**src/rtl/hit_judge.sv**
```systemverilog
// Reaction-game judge: one round per lit-LED window. It scores correct presses,
// counts wrong presses and timeouts, and locks into game over after MAX_MISSES.

module hj_btn_lane #(
    parameter int SYNC_STAGES = 2
) (
    input  logic clk,
    input  logic rst,
    input  logic btn,
    output logic bedge
);
    logic [SYNC_STAGES-1:0] sync;
    logic                   prev;

    // The registered edge adds one stage, so press-to-judgement is SYNC_STAGES+1.
    always_ff @(posedge clk or posedge rst) begin
        if (rst) begin
            sync  <= '0;
            prev  <= 1'b0;
            bedge <= 1'b0;
        end else begin
            sync  <= {sync[SYNC_STAGES-2:0], btn};
            prev  <= sync[SYNC_STAGES-1];
            bedge <= sync[SYNC_STAGES-1] & ~prev;
        end
    end
endmodule

module hit_judge #(
    parameter int SCORE_W     = 8,
    parameter int MAX_MISSES  = 3,
    parameter int SYNC_STAGES = 2
) (
    input  logic               clk,
    input  logic               rst,
    input  logic [7:0]         LED,
    input  logic [29:0]        light_dur,
    input  logic [7:0]         btn,
    output logic               hit,
    output logic               miss,
    output logic [SCORE_W-1:0] score,
    output logic [3:0]         misses,
    output logic [29:0]        react,
    output logic               game_over
);
    typedef enum logic [1:0] {IDLE, ARMED, JUDGED, OVER} state_t;

    state_t      state, nstate;
    logic [7:0]  bedge;
    logic [7:0]  tgt;
    logic [29:0] dur;
    logic [29:0] cnt;
    logic [29:0] cnt_nxt;
    logic [30:0] cnt_inc;
    logic        is_hit, timeout;
    logic        hit_ev, miss_ev, start, last_miss;

    generate
        for (genvar i = 0; i < 8; i++) begin : g_lane
            hj_btn_lane #(.SYNC_STAGES(SYNC_STAGES)) u_lane (
                .clk  (clk),
                .rst  (rst),
                .btn  (btn[i]),
                .bedge(bedge[i])
            );
        end
    endgenerate

    assign cnt_inc = {1'b0, cnt} + 31'd1;
    assign cnt_nxt = (&cnt) ? cnt : cnt_inc[29:0];
    assign is_hit  = (|(bedge & tgt)) && !(|(bedge & ~tgt));
    assign timeout = (dur != '0) && (cnt_inc >= {1'b0, dur});

    always_comb begin
        hit_ev  = 1'b0;
        miss_ev = 1'b0;
        start   = 1'b0;
        nstate  = state;
        case (state)
            IDLE: begin
                start = (LED != 8'h00);
                if (start) nstate = ARMED;
            end
            ARMED: begin
                // A changed or dark LED outranks a same-cycle press.
                if (LED != tgt) begin
                    miss_ev = 1'b1;
                    start   = (LED != 8'h00);
                    nstate  = start ? ARMED : IDLE;
                end else if (bedge != 8'h00) begin
                    hit_ev  = is_hit;
                    miss_ev = !is_hit;
                    nstate  = JUDGED;
                end else if (timeout) begin
                    miss_ev = 1'b1;
                    nstate  = JUDGED;
                end
            end
            JUDGED: begin
                if (LED == 8'h00) begin
                    nstate = IDLE;
                end else if (LED != tgt) begin
                    start  = 1'b1;
                    nstate = ARMED;
                end
            end
            default: nstate = OVER;
        endcase
        last_miss = miss_ev && (misses == 4'(MAX_MISSES - 1));
        if (last_miss) nstate = OVER;
    end

    always_ff @(posedge clk or posedge rst) begin
        if (rst) begin
            state     <= IDLE;
            tgt       <= '0;
            dur       <= '0;
            cnt       <= '0;
            hit       <= 1'b0;
            miss      <= 1'b0;
            score     <= '0;
            misses    <= '0;
            react     <= '0;
            game_over <= 1'b0;
        end else begin
            state <= nstate;
            hit   <= hit_ev;
            miss  <= miss_ev;
            if (start) begin
                tgt <= LED;
                dur <= light_dur;
                cnt <= '0;
            end else if (state == ARMED) begin
                cnt <= cnt_nxt;
            end
            if (hit_ev) begin
                react <= cnt_nxt;
                if (score != '1) score <= score + 1'b1;
            end
            if (miss_ev) misses <= misses + 4'd1;
            if (last_miss) game_over <= 1'b1;
        end
    end
endmodule

```
**config.mk**
```make
export PLATFORM = sky130hd
export DESIGN_NAME = hit_judge
export DESIGN_NICKNAME = d
export VERILOG_FILES = /design/src/rtl/hit_judge.sv
export SDC_FILE = /design/constraint.sdc
export NUM_CORES = 1
export LEC_CHECK = 0
export ABC_AREA = 0
export CORE_MARGIN = 4
export CORE_UTILIZATION = 60
export DETAILED_ROUTE_END_ITERATION = 12
export GPL_ROUTABILITY_DRIVEN = 0
export PLACE_DENSITY = 0.82
export SLEW_MARGIN = 20
export SYNTH_ARGS = -nofsm -noshare
export SYNTH_HDL_FRONTEND = slang
export SYNTH_SLANG_ARGS = --single-unit
```
**constraint.sdc**
```tcl
create_clock -name clk -period 7.4 [get_ports clk]
set_input_delay 1.48 -clock clk [delete_from_list [all_inputs] [get_ports clk]]
set_output_delay 1.48 -clock clk [all_outputs]
set_load 0.01 [all_outputs]
```
-- Word level (Yosys, flattened, before mapping)
Cells that the tools add are included.
- input bits: 48
- word-level logic and storage cells: 104
- register bits: 147
- $lt $le $gt $ge: 1
- reduce and logical (&&, ||, !) cells: 16
- equality and inequality tests: 8
- muxes and demuxes: 23
- add/sub/neg operators: 3
- bitwise gates (word level): 19
- operator list (operator ; number):
    30-bit two-way mux ; 3
    30-bit by 1-bit adder with 31-bit output (second input constant) ; 1
    31-bit by 30-bit >= comparator with 1-bit output ; 1
    30-bit AND reduction ; 1
    30-bit nonzero test ; 1
    8-bit AND ; 2
    8-bit nonzero test ; 2
    8-bit OR reduction ; 2
    2-bit two-way mux ; 7
    1-bit two-way mux ; 11
    8-bit by 1-bit adder with 8-bit output (second input constant) ; 1
    1-bit AND ; 8
    8-bit zero test ; 1
    8-bit != test ; 1
    8-bit != test (second input constant) ; 1
    1-bit NOT ; 8
    8-bit NOT ; 1
    2-bit case mux with 3 select lines ; 1
    5-bit != test (second input constant) ; 1
    4-bit by 1-bit adder with 4-bit output (second input constant) ; 1
    4-bit by 2-bit == test with 1-bit output (second input constant) ; 1
    4-bit != test (second input constant) ; 1
    1-bit logical AND ; 3
    3-bit != test (second input constant) ; 1
    other kinds (8) ; 9

-- Logic depth before layout (Yosys ltp)
Gate-level depths: netlist of the first run.
- depth after elaboration: 12
- mapped depth: 15
- gate-level depth less buffers: 14

-- Cells and area by module
From an unflattened synthesis of the first run, not the netlist that was laid out.
- cell total of the unflattened synthesis: 715
- area, all modules: 7221.9 um^2
- by module, submodules not included (module ; area each (um^2) ; times used ; cells an instance):
    hit_judge ; 6281.0 ; 1 ; 667
    hj_btn_lane ; 117.6 ; 8 ; 6

-- Worst setup path after synthesis of the first run
Ideal clock, no wire load.
- path kind: register to register
- start point: reg cnt[0]
- end point: reg misses[2]
- data required time: 7.272 ns
- cell stages (with the launch flop): 16
- setup slack: 3.386 ns
- arrival time: 3.887 ns
- setup time: 0.128 ns
- cells stage by stage: dfrtp_1 ha_1 nand3_1 or4_1 buf_6 nor3_1 nand3_1 xnor2_1 ha_1 and3_1 a221o_1 a32oi_1 a311oi_2 a211oi_2 nor3b_2 xor2_1
- word-level cells in the longest chain between the ends: 7
- RTL lines (element ; RTL line ; RTL):
    from (decl) ; 52 ; logic [29:0] cnt;
    from (signal assigned) ; 134 ; cnt <= cnt_nxt;
    30-bit by 1-bit adder with 31-bit output ; 69 ; assign cnt_inc = {1'b0, cnt} + 31'd1;
    31-bit by 30-bit >= comparator with 1-bit output ; 72 ; assign timeout = (dur != '0) && (cnt_inc >= {1'b0, dur});
    1-bit logical AND ; 72 ;
    1-bit two-way mux ; 94 ; end else if (timeout) begin
    1-bit two-way mux ; 90 ; end else if (bedge != 8'h00) begin
    1-bit two-way mux ; 86 ; if (LED != tgt) begin
    1-bit two-way mux ; 79 ; case (state)
    to (signal assigned) ; 140 ; if (miss_ev) misses <= misses + 4'd1;
    to (decl) ; 42 ; output logic [3:0] misses,
No other way between the ends.
A chain may end at the register's enable or synchronous reset.

-- Final worst setup path of the first run
- start point: reg cnt[0]
- end point: reg misses[0]
- word-level cells in the longest chain between the ends: 7
- RTL lines (element ; RTL line ; RTL):
    30-bit by 1-bit adder with 31-bit output ; 69 ;
    31-bit by 30-bit >= comparator with 1-bit output ; 72 ;
    1-bit logical AND ; 72 ;
    1-bit two-way mux ; 94 ;
    1-bit two-way mux ; 90 ;
    1-bit two-way mux ; 86 ;
    1-bit two-way mux ; 79 ;
    via miss_ev ; 56 ; logic hit_ev, miss_ev, start, last_miss;
The timed path passes the listed nets, and every way through them passes these cells.

==> results.toml, run 1 <==
[worst_setup_path]
worstPathRequired_ns = 7.72
startpoint_type = "flop"
regToRegEndpoint = "misses[0]"
worstSetupStartpoint = "cnt[0]"
worst_setup_path_type = "reg2reg"
type_of_destination_of_the_critical_path = "flop"
critical_path_arrival_ns = 5.12
crit_path_max_fanout = 10
regToRegStartpoint = "cnt[0]"
crit_path_max_incr_delay_ns = 0.75
crit_slowest_cell = "or4_1"
crit_chain = "ha_1 > nand3_1 > or4_1 > nor3_1 > nand3_1 > xnor2_1 > ha_1 > and3_1 > a221o_1 > a32oi_1 > a311oi_2 > a211oi_2 > nor2_1 > xnor2_1"
depth_of_the_most_critical_reg_to_reg_path = 14
worst-r2r-setup-slack_ns = 2.60

[synth]
post-synth-top-count-cell = "dfrtp_1"
synth_ff_type = "dfrtp_1"
synthDominantCellAreaShare_pct = 51.9
yosysTopAreaCell = "dfrtp_1"
synth_sequential_area_ratio_pct = 51.9
synth.yosys.warnings = 0
yosysUniqueCellTypes = 51
synth-async-reset-ratio_pct = 100
post_synth_most_frequent_cells = "dfrtp_1 (147), nor2_1 (78), inv_1 (46)"
syn_nets = 772
synth_top_cells_by_area = "dfrtp_1 (52%), mux2_2 (6.4%), ha_1 (6.0%)"
postSynthAreaPerCell_um2 = 10.3
synthesized_area_um2 = 7090
count_of_flip_flops_with_a_built_in_enable_after_synthesis = 0
post_synth_inst_count = 690
synth_seq_cells = 147

[die]
initial_core_util_pct = 61.6
chipWidth_um = 117
ports_placed_on_the_boundary = 93
design.die.area_um2 = 13600
number_of_standard_cell_rows_in_the_floorplan = 39
core_region_area_um2 = 11500
dieHeight_um = 117

[min_path]
worst_hold_startpoint = "g_lane[3].u_lane.sync[0]"
worstHoldEndpoint = "g_lane[3].u_lane.sync[1]"
hold_class = "reg2reg"
worstHoldPathCells = 0

[layout]
drive_above_1_share_pct = 11.4
areaGrowthSynthToFinish_pct = 23.6
num-fill-cells = 755
fin_util_pct = 76.1
finish.net_count = 861
count_of_inserted_antenna_diode_cells = 0

[route]
drc = 0
drt_iter0_drc = 436
firstDrtPassIters = 5
route.detailed.vias_per_inst = 5.97
via_count = 5582
ant_nets = 0
wirelength_mm = 16.8
post_drt_wl_per_cell_um = 17.9

[timing]
final.setup.tns_ns = 0
final_max_slew_viol_count = 0
hold_viol = 0
timing.clock.skew_ns = 0.00676
timing.hold.ws_ns = 0.349
fmax_ghz = 0.208
finalCritPeriodShare_pct = 64.8
tightestPinTransition_ns = 0.938
timing.final.crit_period_ns = 4.80
setup-violations-final = 0
rsz0062_at_grt = "false"
worst_slew_margin_rel_pct = 37.5

[grt]
grt_first_pass_wirelength_mm = 27.5
grt_max_degree = 91
number_of_antenna_violations_at_the_first_check_in_global_routing = 0
total_track_usage_pct = 26.2
global_route.overflow_total = 0
first_global_vias = 5706

[power_and_ir_drop]
power.leakage_nw = 3.97
power.ir.vdd_worst_uv = 219
power_density_nw_per_um2 = 243

[outcome]
status = "finished clean"

[clock_tree]
post_cts_buffers = 0
cts_root_buffer = "clkbuf_16"
cts.repair.resized = 0
ctsHtreeMaxLevel = 4
ctsLongestPathBuffers = 2
cts-buffers-inserted = 17
clock_tree_from_tritoncts = "built"
cts.reportedPaths.clkPinSlew_ns = 0.07
cts.sinks = 147
clock_latency_ns = 0.43
count_of_hold_buffers_inserted_by_post_cts_repair = 0

[flow_run]
drv.max_cap_violation_count = 0

[placement]
port_buffer_count = 92
hpwl_detailed_mm = 11.7
-- cells in the final DEF (no fill, tap or decap), types with 4 or more instances in the layout --
master,count
and4_1,4
nor2b_1,12
clkdlybuf4s50_1,92
nand3_1,21
a21o_1,6
and3_1,10
xnor2_1,35
nor2_1,78
inv_1,45
or2_2,4
dfrtp_1,147
nand2_1,45
nor3_1,11
xor2_1,12
a21oi_1,40
mux2_2,40
nand4_1,17
buf_4,5
clkbuf_16,17
o21ai_0,42
nor4_1,15
ha_1,34
inv_8,8
-- worst max path at each step --
stage / to
after floorplan: cnt[0]
after global placement: misses[0]
after detailed placement: misses[0]
after CTS: misses[0]
after global routing: misses[0]
final: misses[0]
-- cell families (layout without fill, tap and decap cells) --
kind of cell | count (synthesis) | after routing | share of synthesized area (%)
AO/OA/AOI/OAI | 117 | 117 | 9.76
XOR/XNOR | 47 | 47 | 5.80
adder cells (fa/ha/maj) | 35 | 35 | 6.14
buffers and inverters | 74 | 176 | 4.16
flip-flops | 147 | 147 | 51.9
multiplexers | 40 | 40 | 6.35
AND/OR/NAND/NOR | 230 | 230 | 15.9
-- sequential cells by signal, indices dropped and copies added, names as in the netlist --
register,count
tgt,8
game_over,1
state,2
g_lane.u_lane.sync,16
g_lane.u_lane.prev,8
cnt,30
react,30
g_lane.u_lane.bedge,8
misses,4
score,8
dur,30
miss,1
hit,1
-- worst max-delay path, delay by kind of cell, from the launching register on --
family / cells / cell delay, ns
and+or+nand+nor: 6 / 1.93
adders and majority gates: 2 / 0.61
xor gates and xnor gates: 2 / 0.39
AOI/OAI and AO/OA: 4 / 1.26
DFF: 1 / 0.47
-- power by group --
part / leakage [nW] / internal, W / switching, W
registers: 1.88 / 0.000882 / 0.0000710
clock network: 0.309 / 0.000521 / 0.000392
logic: 1.79 / 0.000141 / 0.000124
-- layer usage --
metal	part of all wire (%)	wire length [µm]	GRT usage [%]
met5	0	0	0
met4	3.5	583	13.4
met3	6.5	1090	6.84
met1	41	6870	32.6
met2	49	8220	42.1
-- through the flow --
| stage | worst slack (ns) | cells | total power (W) | cell area, µm² |
|---|---|---|---|---|
| after floorplan | 1.97 | 690 | 0.00112 | 7090 |
| after global placement | 2.94 | 903 | 0.00121 | 8120 |
| after detailed placement | 2.72 | 903 | 0.00123 | 8130 |
| after CTS | 2.62 | 935 | 0.00214 | 8760 |
| after global routing | 2.27 | 935 | 0.00222 | 8760 |
| final | 2.60 | 935 | 0.00213 | 8760 |
-- final cells by class --
cell class | count | area [µm²] | area share (%)
multi-input combinational | 469 | 3130 | 35.7
sequential | 147 | 3680 | 42.0
clock buffer | 17 | 425 | 4.86
tap | 143 | 179 | 2.04
timing repair buffer | 97 | 958 | 10.9
inverter | 47 | 181 | 2.07
clock inverter | 15 | 208 | 2.37
Power figures use the tool's default switching activity.
==> inputs of run 2 (changes only) <==
Settings changed: CORE_UTILIZATION 60 to 55, PLACE_DENSITY 0.82 to 0.76.
Clock period 7.4 ns to 4.75 ns, I/O delays scaled along.
==> run 2 against run 1 <==
Compared with the run above:
- maximum frequency is 9.1% higher
- flip-flop and latch count did not move
- hold slack got worse by 0.0022 ns
- design area rose by 0.44%
- critical endpoint unchanged
- highest routed layer unchanged
==> results.toml, run 2 (synthesis results as in run 1) <==
[layout]
finish.net_count = 866
layout_commonest_cell = "dfrtp_1"
count_of_inserted_antenna_diode_cells = 0
fin_util_pct = 69.7
num-fill-cells = 950
reg.largest.list = "cnt: 30 flops, dur: 30 flops, react: 30 flops"
most-common-layout-cells = "dfrtp_1 (147), clkdlybuf4s50_1 (92), nor2_1 (78)"
areaGrowthSynthToFinish_pct = 24.1
drive_above_1_share_pct = 11.7

[route]
met3_wirelength_um = 950
firstDrtPassIters = 5
via_count = 5497
detailroute.wirelength.met2_mm = 8.07
ant_nets = 0
route.layer.met1.wl_mm = 6.89
maxUsedRoutingLayer = "met4"
drt_iter0_drc = 352
wirelength_mm = 16.4
drc = 0
route.detailed.vias_per_inst = 5.68
post_drt_wl_per_cell_um = 16.9

[clock_tree]
clock_tree_from_tritoncts = "built"
clock_latency_ns = 0.42
ctsLongestPathBuffers = 2
cts.reportedPaths.clkPinSlew_ns = 0.06
ctsHtreeMaxLevel = 4
cts_root_buffer = "clkbuf_16"
cts-buffers-inserted = 17
cts.sinks = 147

[timing]
worst_slew_margin_rel_pct = 29.5
timing.clock.skew_ns = 0.00736
fmax_ghz = 0.227
tightestPinTransition_ns = 1.06
final.setup.tns_ns = 0
rsz0062_at_grt = "false"
final_max_slew_viol_count = 0
post-route-worst-setup-slack_ns = 0.351
setup-violations-final = 0
finalCritPeriodShare_pct = 92.6
timing.final.crit_period_ns = 4.40
hold_viol = 0

[grt]
global_route.overflow_total = 0
grt_first_pass_wirelength_mm = 26.3
grt_max_degree = 75
number_of_antenna_violations_at_the_first_check_in_global_routing = 0
first_global_vias = 5448
total_track_usage_pct = 22.8

[worst_setup_path]
worst_setup_path_type = "reg2reg"
path_buf_inv = 0
startpoint_type = "flop"
worst-r2r-setup-slack_ns = 0.35
crit_chain = "ha_1 > nand3_1 > or4_1 > nor3_2 > nand3_1 > xnor2_1 > ha_1 > and3_1 > a221o_1 > a32oi_1 > a311oi_2 > a211oi_2 > nor2_1 > xnor2_1"
type_of_destination_of_the_critical_path = "flop"
worstPathRequired_ns = 5.05
crit_path_max_incr_delay_ns = 0.57
critPathTopFamily = "simple AND/OR/NAND/NOR gates"
crit_slowest_cell = "or4_1"
crit_path_max_fanout = 7
critical_path_arrival_ns = 4.70

[die]
core_region_area_um2 = 12600
number_of_standard_cell_rows_in_the_floorplan = 41
chipWidth_um = 122
dieHeight_um = 122
design.die.area_um2 = 14800
ports_placed_on_the_boundary = 93
initial_core_util_pct = 56.2

[placement]
port_buffer_count = 92
hpwl_detailed_mm = 11.8
post-place-ws_ns = 0.239

[power_and_ir_drop]
clockPowerShare_pct = 41.0
power.ir.vdd_worst_uv = 306
seqPwrFrac_pct = 46.1
power_density_nw_per_um2 = 367
power.leakage_nw = 3.96
power_switching_w = 0.000850
cellInternalPower_w = 0.00238
netSwitchingFraction_pct = 26.3
totalPowerFinal_w = 0.00323
power.share.combinational_pct = 12.9

[min_path]
hold_class = "reg2reg"

[outcome]
status = "finished clean"

[flow_run]
drv.max_cap_violation_count = 0
-- run 2: cell count changes in the layout (fill, tap and decap cells not counted), moves of 2 or more --
cell / change
inv_8: -7
buf_4: +4
clkinvlp_4: +3
inv_6: +3
clkinv_8: -2
-- run 2: timing repair --
action                     in CTS  in global routing
hold buffers                    0                  0
setup endpoints to repair       0                  3
setup buffers                   0                  0
gates resized for setup         0                  2
-- run 2: area by class of cell --
class | instances | area [µm²] | share of cell area [%]
sequential | 147 | 3680 | 41.8
clock inverter | 13 | 151 | 1.72
timing repair buffer | 102 | 1010 | 11.5
tap | 172 | 215 | 2.45
inverter | 47 | 180 | 2.05
multi-input combinational | 469 | 3140 | 35.7
clock buffer | 18 | 429 | 4.88
-- run 2: path summary, 6_finish.rpt --
path / cells past startpoint / endpoint / from
max in group asynchronous: 3 / dur[19] / rst
min in group asynchronous: 2 / g_lane[2].u_lane.sync[0] / rst
worst max-delay path: 14 / misses[0] / cnt[0]
worst min-delay path: 0 / g_lane[1].u_lane.sync[1] / g_lane[1].u_lane.sync[0]
worst max register to register: 14 / misses[0] / cnt[0]
worst min register to register: 0 / g_lane[1].u_lane.sync[1] / g_lane[1].u_lane.sync[0]
-- run 2: worst reg2reg max path, delay by kind of cell (launching register included) --
family | cells | cell delay (ns)
AOI/OAI and AO/OA | 4 | 1.30
DFF | 1 | 0.46
xor gates and xnor gates | 2 | 0.39
adders and majority gates | 2 | 0.60
and+or+nand+nor | 6 | 1.52
-- run 2: power groups by stage --
stage	Sequential, W	Clock, W	Combinational [W]
after floorplan	0.00147	0	0.000275
after detailed placement	0.00150	0	0.000412
final	0.00149	0.00132	0.000418
after CTS	0.00149	0.00134	0.000422
after global routing	0.00150	0.00140	0.000468
after global placement	0.00150	0	0.000391
-- run 2: metal layers --
metal / GRT usage [%] / vias to the layer above
met5: 0 / -
li1: - / 2578
met1: 29.1 / 2699
met4: 9.52 / 0
met3: 5.20 / 35
met2: 37.7 / 185
-- run 2: through the flow --
stage                     instance area (µm²)  hold WS, ns  cells
after CTS                                8790        0.349    968
after global routing                     8800        0.353    968
after global placement                   8210        0.333    937
after detailed placement                 8210        0.335    937
final                                    8800        0.347    968
after floorplan                          7100        0.331    690
==> inputs of run 3 (changes only) <==
Settings changed: CELL_PAD_IN_SITES_DETAIL_PLACEMENT set to 0, CELL_PAD_IN_SITES_GLOBAL_PLACEMENT set to 1, CORE_UTILIZATION 55 to 43, GPL_TIMING_DRIVEN set to 0, PLACE_DENSITY 0.76 to 0.75.
==> run 3 against run 2 <==
Compared with the run above:
- via count down 2.0%
- combinational power about the same
- maximum frequency down 1.1%
- setup slack worse by 0.049 ns
- flip-flop and latch count unchanged
- clock power about the same
- die area up 26%
- hold slack about the same
- critical path depth up 1
- global-route usage down 3.1 points
- critical endpoint unchanged
==> results.toml, run 3 (synthesis results as in run 1) <==
[grt]
global_route.overflow_total = 0
total_track_usage_pct = 19.7
grt_first_pass_wirelength_mm = 28.3
number_of_antenna_violations_at_the_first_check_in_global_routing = 0
first_global_vias = 5496
grt_max_degree = 34

[clock_tree]
cts.reportedPaths.clkPinSlew_ns = 0.07
cts_root_buffer = "clkbuf_16"
cts.sinks = 147
ctsLongestPathBuffers = 2
cts-buffers-inserted = 17
ctsHtreeMaxLevel = 4
clock_latency_ns = 0.43
count_of_hold_buffers_inserted_by_post_cts_repair = 0
clock_tree_from_tritoncts = "built"

[timing]
timing.final.crit_period_ns = 4.45
timing.clock.skew_ns = 0.0101
tightestPinTransition_ns = 0.984
worst_slew_margin_rel_pct = 33.8
rsz0062_at_grt = "false"
setup-violations-final = 0
fmax_ghz = 0.225
timing.hold.ws_ns = 0.347
final_max_slew_viol_count = 0
final.setup.tns_ns = 0
finalCritPeriodShare_pct = 93.6
hold_viol = 0

[route]
drt_iter0_drc = 292
firstDrtPassIters = 4
drc = 0
post_drt_wl_per_cell_um = 16.6
route.detailed.vias_per_inst = 5.21
via_count = 5389
ant_nets = 0
wirelength_mm = 17.1

[worst_setup_path]
cp_capture_point = "misses[0]"
worst_setup_path_type = "reg2reg"
critical_path_arrival_ns = 4.76
type_of_destination_of_the_critical_path = "flop"
regToRegStartpoint = "cnt[0]"
startpoint_type = "flop"
worstPathRequired_ns = 5.06
worst-r2r-setup-slack_ns = 0.30
crit_path_max_fanout = 10
worstSetupStartpoint = "cnt[0]"
regToRegEndpoint = "misses[0]"
depth_of_the_most_critical_reg_to_reg_path = 15

[layout]
most-common-layout-cells = "dfrtp_1 (147), clkdlybuf4s50_1 (92), nor2_1 (78)"
count_of_inserted_antenna_diode_cells = 0
layout_commonest_cell = "dfrtp_1"
reg.largest.list = "cnt: 30 flops, dur: 30 flops, react: 30 flops"
num-fill-cells = 1436
finish.net_count = 888
areaGrowthSynthToFinish_pct = 26.7
drive_above_1_share_pct = 11.6
finalNonFillerCells = 1035
fin_util_pct = 56.2
cell_area_after_layout_um2 = 8990

[min_path]
hold_class = "reg2reg"

[power_and_ir_drop]
power.leakage_nw = 4.00
power.ir.vdd_worst_uv = 258
power_density_nw_per_um2 = 360

[flow_run]
drv.max_cap_violation_count = 0

[placement]
place.detailed.instances = 1002
hpwl_detailed_mm = 13.1
placed_cell_area_um2 = 8370
port_buffer_count = 92

[die]
design.die.area_um2 = 18600
core_region_area_um2 = 16000
initial_core_util_pct = 44.3
ports_placed_on_the_boundary = 93
dieHeight_um = 136
number_of_standard_cell_rows_in_the_floorplan = 46
chipWidth_um = 136

[outcome]
status = "finished clean"
==> run 3: cell types whose count changed in the layout (fill, tap and decap cells not counted), moves of 3 or more <==
| cell | change |
|---|---|
| buf_4 | -8 |
| buf_12 | +3 |
| clkbuf_1 | +21 |
| inv_6 | +4 |
==> run 3: metrics by stage <==
stage / total power, W / setup WS (ns)
after floorplan: 0.00175 / 0.736
after global placement: 0.00189 / 0.0650
after detailed placement: 0.00192 / 0.0797
after CTS: 0.00328 / 0.0426
after global routing: 0.00341 / 0.0353
final: 0.00324 / 0.302
==> run 3: worst max-delay path, cell delays in order, from the launching register on <==
cell and delay (ns):
dfrtp_1 0.50, ha_1 0.33, nand3_1 0.12, or4_1 0.54
buf_6 0.17, nor3_2 0.29, nand3_1 0.14, xnor2_1 0.30
ha_1 0.31, and3_1 0.20, a221o_1 0.37, a32oi_1 0.24
a311oi_2 0.18, a211oi_4 0.40, nor2_1 0.12, xnor2_1 0.14
==> run 3: report_power, final <==
| group | internal (W) | switching, W |
|---|---|---|
| clock network | 0.000761 | 0.000582 |
| logic | 0.000224 | 0.000192 |
| registers | 0.00137 | 0.000107 |
| total | 0.00236 | 0.000881 |
==> run 3: repair_timing <==
action                                  4_1_cts  5_1_grt
gates resized for setup                       0        4
buffers inserted                              0        1
endpoints found under the setup margin        0        6
==> run 3: worst min-delay path by stage <==
| stage | startpoint | to | slack, ns | cells past startpoint |
|---|---|---|---|---|
| finish | g_lane[5].u_lane.sync[0] | g_lane[5].u_lane.sync[1] | 0.35 | 0 |
| global route | g_lane[7].u_lane.sync[0] | g_lane[7].u_lane.sync[1] | 0.36 | 0 |
| CTS | g_lane[5].u_lane.sync[0] | g_lane[5].u_lane.sync[1] | 0.35 | 0 |
| detailed placement | g_lane[5].u_lane.sync[0] | g_lane[5].u_lane.sync[1] | 0.33 | 0 |
| global placement | g_lane[1].u_lane.sync[0] | g_lane[1].u_lane.sync[1] | 0.33 | 0 |
| floorplan | g_lane[0].u_lane.sync[0] | g_lane[0].u_lane.sync[1] | 0.33 | 0 |
==> run 3: layer usage <==
layer / share of wire, % / up-vias / track usage [%]
met5: 0 / - / 0
met4: 3.4 / 0 / 9.29
met3: 4.3 / 37 / 4.00
met2: 45 / 132 / 29.4
met1: 47 / 2593 / 27.5
li1: - / 2627 / -
==> run 3: layout make-up <==
cell class	instances	area (µm²)	share of cell area, %
sequential	147	3680	40.9
multi-input combinational	469	3140	35.0
timing repair buffer	97	1010	11.2
clock buffer	18	439	4.89
tap	216	270	3.01
inverter	47	180	2.00
clock inverter	14	150	1.67
buffer	27	119	1.32
